===== src/rtl/muldiv_issue_ctrl.sv =====
// muldiv_issue_ctrl
//   EX-stage initiator for the HI/LO multiply/divide unit. Turns decoded
//   MULT/MULTU/DIV/DIVU/MFHI/MFLO/MTHI/MTLO into the unit's
//   Start/Op/We/HiLo/D1/D2 handshake. It covers the one-cycle gap between
//   Start and the unit raising Busy, stalls dependent HI/LO instructions, and
//   returns MFHI/MFLO data.
//
// Ports
//   clk, rst             clock (rising edge), synchronous active-high reset
//   md_valid, md_class   EX holds a HI/LO-class instruction of this class
//                        (0 MULTU,1 MULT,2 DIVU,3 DIV,4 MFHI,5 MFLO,6 MTHI,7 MTLO)
//   rs_data, rt_data     operands
//   flush                kill the EX instruction this cycle
//   md_busy, md_hi/lo    status and results from the unit
//   md_start/op/we/hilo  control to the unit
//   md_d1, md_d2         data to the unit
//   stall                freeze IF/ID/EX
//   rd_data, rd_valid    MFHI/MFLO result
//   timeout_err          sticky watchdog flag, cleared only by rst
//
// state  | meaning
// IDLE   | unit free; HI/LO instructions are accepted here only
// LAUNCH | md_start high for exactly this cycle, operands held
// WAIT   | unit busy; count the cycles, watchdog on TIMEOUT_CYC
module muldiv_issue_ctrl #(
  parameter int TIMEOUT_CYC = 63,
  parameter int CNT_W       = 7
) (
  input  logic        clk,
  input  logic        rst,
  input  logic        md_valid,
  input  logic [2:0]  md_class,
  input  logic [31:0] rs_data,
  input  logic [31:0] rt_data,
  input  logic        flush,
  input  logic        md_busy,
  input  logic [31:0] md_hi,
  input  logic [31:0] md_lo,
  output logic        md_start,
  output logic [1:0]  md_op,
  output logic        md_we,
  output logic        md_hilo,
  output logic [31:0] md_d1,
  output logic [31:0] md_d2,
  output logic        stall,
  output logic [31:0] rd_data,
  output logic        rd_valid,
  output logic        timeout_err
);

  typedef enum logic [1:0] {
    ST_IDLE   = 2'd0,
    ST_LAUNCH = 2'd1,
    ST_WAIT   = 2'd2
  } state_t;

  state_t             state_q, state_d;
  logic [CNT_W-1:0]   count_q, count_d;
  logic [1:0]         op_q, op_d;
  logic [31:0]        d1_q, d1_d;
  logic [31:0]        d2_q, d2_d;
  logic               timeout_q, timeout_d;

  logic is_idle;
  logic take;
  logic is_arith;
  logic is_mt;
  logic is_mf;

  // Stall only exists outside IDLE, so acceptance reduces to valid & ~flush in IDLE.
  assign is_idle  = (state_q == ST_IDLE);
  assign take     = md_valid & ~flush & is_idle;
  assign is_arith = ~md_class[2];
  assign is_mt    = md_class[2] & md_class[1];
  assign is_mf    = md_class[2] & ~md_class[1];

  always_ff @(posedge clk) begin
    if (rst) begin
      state_q   <= ST_IDLE;
      count_q   <= '0;
      op_q      <= 2'b00;
      d1_q      <= 32'h0;
      d2_q      <= 32'h0;
      timeout_q <= 1'b0;
    end else begin
      state_q   <= state_d;
      count_q   <= count_d;
      op_q      <= op_d;
      d1_q      <= d1_d;
      d2_q      <= d2_d;
      timeout_q <= timeout_d;
    end
  end

  always_comb begin
    state_d   = state_q;
    count_d   = count_q;
    op_d      = op_q;
    d1_d      = d1_q;
    d2_d      = d2_q;
    timeout_d = timeout_q;
    case (state_q)
      ST_IDLE: begin
        count_d = '0;
        if (take && is_arith) begin
          op_d    = md_class[1:0];
          d1_d    = rs_data;
          d2_d    = rt_data;
          state_d = ST_LAUNCH;
        end
      end
      // The arith instruction has already retired, so flush cannot cancel here.
      ST_LAUNCH: begin
        state_d = ST_WAIT;
      end
      ST_WAIT: begin
        if (!md_busy) begin
          state_d = ST_IDLE;
          count_d = '0;
        end else if (count_q == CNT_W'(TIMEOUT_CYC)) begin
          timeout_d = 1'b1;
          state_d   = ST_IDLE;
          count_d   = '0;
        end else begin
          count_d = count_q + CNT_W'(1);
        end
      end
      default: begin
        state_d = ST_IDLE;
        count_d = '0;
      end
    endcase
  end

  // md_start only exists in LAUNCH and md_we only in IDLE, so they never overlap.
  always_comb begin
    md_start    = (state_q == ST_LAUNCH);
    md_op       = op_q;
    md_d2       = d2_q;
    md_we       = take & is_mt;
    md_hilo     = ~md_class[0];
    md_d1       = (take & is_mt) ? rs_data : d1_q;
    stall       = md_valid & ~flush & ~is_idle;
    rd_valid    = take & is_mf;
    rd_data     = md_class[0] ? md_lo : md_hi;
    timeout_err = timeout_q;
  end

endmodule


===== config.mk =====
export PLATFORM = sky130hd
export DESIGN_NAME = muldiv_issue_ctrl
export DESIGN_NICKNAME = d
export VERILOG_FILES = /design/src/rtl/muldiv_issue_ctrl.sv
export SDC_FILE = /design/constraint.sdc
export NUM_CORES = 1
export LEC_CHECK = 0
export ABC_AREA = 0
export ABC_CLOCK_PERIOD_IN_PS = 1900
export CAP_MARGIN = 20
export CELL_PAD_IN_SITES_DETAIL_PLACEMENT = 0
export CELL_PAD_IN_SITES_GLOBAL_PLACEMENT = 1
export CORE_AREA = 2 2 129 131
export DETAILED_ROUTE_END_ITERATION = 12
export DIE_AREA = 0 0 131 133
export PLACE_DENSITY_LB_ADDON = 0.1
export SYNTH_ARGS = -nofsm -noshare
export SYNTH_HDL_FRONTEND = slang
export SYNTH_SLANG_ARGS = --single-unit

===== constraint.sdc =====
create_clock -name clk -period 1.9 [get_ports clk]
set_clock_uncertainty 0.2 [all_clocks]
set_input_delay 0.38 -clock clk [delete_from_list [all_inputs] [get_ports clk]]
set_output_delay 0.38 -clock clk [all_outputs]
set_load 0.01 [all_outputs]

==> results.cfg <==
[timing]
holdWs_ns = 0.250
worst_slew_pin_slew_ns = 0.315
fmax_mhz = 432
finalSetupViolCount = 33
period_minus_slack_ns = 2.32
worst_slack_ns = -0.416
hold_viol_final = 0
relSlewSlack_pct = 78.8
fin_setup_tns_ns = -11.33
rsz0062_at_grt = true
period_share_pct = 122
drv_slew = 0

[clocking]
path_clk_slew_ns = 0.06
numCtsBuffers = 9
clockBufferDepth = 2
cts.htree.levels = 3
cts_hold_buffers = 0
clock-root-buffer = clkbuf_16
cts_tree = built
clock_latency_ns = 0.34
cts_num_sinks = 76

[pwr]
p_per_area_nw_per_um2 = 649
peakVddDrop_v = 0.000418
leakage_nw = 2.82

[setup_path]
crit_arrival_ns = 1.74
crit_top_cell = buf_6
worstPathRequired_ns = 1.32
end_kind = primary output
critPathLaunchType = flip-flop
reg2reg_setup_slack_ns = 0.07
crit_chain = nor3_4 > nand3_4 > buf_6 > buf_8 > mux2_4 > buf_6
max_stage_delay_ns = 0.33
path_max_fanout = 6
crit_type = flip-flop to primary output
critical_path.slowest_cell = dfxtp_2

[grt]
grt_usage_pct = 16.4
grt-ovfl-total = 0
grt_max_degree = 42
grt_pass1_vias = 4077
grt_pass1_wl_um = 21600
grt_antenna_before_repair = 1

[logic_synthesis]
synth.most_common_cell = nand2_1
synth_nets = 555
yosys.area.top_type = dfxtp_1
yosys_warnings = 0
syn_inst = 418
netlist_area_um2 = 3480
ys_seq_elements = 76
synth_top_cell_area_share_pct = 43.7
synth_area_per_cell_um2 = 8.32
synth_area_leaders = dfxtp_1, mux2_2, nand2_1, a21oi_1, clkbuf_1
synthFlopType = dfxtp_1
synth-edff-count = 0
synth-seq-area-share_pct = 43.7
synthArstFlopShare_pct = 0
ys_types = 27
synth_common_cells = nand2_1, dfxtp_1, a21oi_1

[floorplanning]
die_h_um = 133
start_util_pct = 21.5
die_x_um = 131
rows = 47
core-area_um2 = 16200
die_area_um2 = 17400
top_level_ports = 240

[flow_run]
maxCapViolations = 0

[detailed_routing]
route.detailed.drc = 0
final_antenna_net_count = 0
dr.pass1.iters = 4
vias = 3935
via_per_inst = 4.24
detail_route.wl_per_cell_um = 15.2
wirelength_um = 14100
first_iter_violations = 127

[placement]
place_congestion = 0.713
portBuffers = 239
place_hpwl_um = 10100

[finish]
layout.nets = 838
drive_above_1_share_pct = 29.3
syn_to_final_growth_pct = 103
final_util_pct = 43.7

[outcome]
failed_checks = negative setup slack
status = finished, violations left

[worst_hold_path]
hold_path_class = flip-flop to flip-flop
-- repair_timing --
action	in CTS	in global routing
pin swaps	1	3
endpoints found under the setup margin	138	62
gates resized for setup	264	41
cloned	7	0
setup buffers	13	2
-- report_power, final --
part | leakage [nW] | switching (W) | internal (W) | total, W
Combinational | 2.04 | 0.000341 | 0.000610 | 0.000951
Sequential | 0.618 | 0.0000256 | 0.00164 | 0.00167
Clock | 0.161 | 0.000693 | 0.00128 | 0.00197
-- cell families (layout without fill, tap and decap cells) --
logic type / Yosys count / in the layout / synth area share, %
simple gates: 164 / 164 / 19.1
compound gates: 78 / 78 / 11.5
flops: 76 / 76 / 43.7
mux: 65 / 65 / 21.0
buf+inv: 34 / 322 / 4.28
fa+ha+maj: 1 / 1 / 0.360
other cells: 0 / 1 / 0
-- final timing paths --
path | startpoint | endpoint | depth (start not counted)
worst max-delay path | state_q[0] | md_d1[8] | 6
worst min-delay path | md_d2[20] | md_d2[20] | 2
worst max register to register | state_q[0] | d1_q[31] | 5
worst min register to register | md_d2[20] | md_d2[20] | 2
-- critical path: cells and delay by family (launching register included) --
kind	cells	cell delay, ns
buf+inv	3	0.41
flops	1	0.33
mux	1	0.29
simple gates	2	0.35
-- routing by layer --
metal,wire length [um],vias to the layer above,share of wire (%),track usage (%)
met5,0,-,0,0
met4,263,0,1.9,6.15
met3,1140,14,8.1,4.53
li1,-,1974,-,-
met2,7550,159,54,30.6
met1,5150,1788,37,17.1
-- sequential cells by signal (all words and copies together) (netlist names) --
signal	flops
count_q	7
d1_q	32
timeout_err	1
md_op	2
md_d2	32
state_q	2
-- metrics by stage --
| step | cells | total power, W | area [um^2] | worst slack (ns) |
|---|---|---|---|---|
| 3_3_place_gp | 895 | 0.00263 | 6510 | -0.932 |
| 2_1_floorplan | 418 | 0.00199 | 3540 | -0.00237 |
| 3_5_place_dp | 895 | 0.00264 | 6510 | -0.952 |
| 6_report | 927 | 0.00459 | 7070 | -0.416 |
| 4_1_cts | 931 | 0.00470 | 7200 | -0.552 |
| 5_1_grt | 927 | 0.00480 | 7070 | -0.511 |
-- final cells by class --
| class | instances | area, um^2 |
|---|---|---|
| fillers | 1633 | 9100 |
| flip-flops and latches | 76 | 1520 |
| clock inverters | 7 | 115 |
| repair buffers | 303 | 3040 |
| multi-input cells | 308 | 1880 |
| clock buffers | 9 | 225 |
| diodes | 1 | 2.50 |
| well taps | 220 | 275 |
| inverters | 3 | 11.3 |
-- placed cells by master, fill, tap and decap left out, drive strengths merged, types with 2 or more instances in the layout --
cell type,synthesis,layout
inv,3,3
clkdlybuf4s15,0,20
o21ai,2,2
nor2,10,10
nand2,135,135
clkinv,0,2
dlygate4sd2,0,4
buf,15,103
mux2,64,64
a21oi,72,72
clkdlybuf4s50,0,163
or4,2,2
dfxtp,76,76
clkbuf,16,21
nor3,2,2
nand2b,5,5
clkinvlp,0,2
bufinv,0,3
nand3,4,4
(Power assumes the default switching activity.)
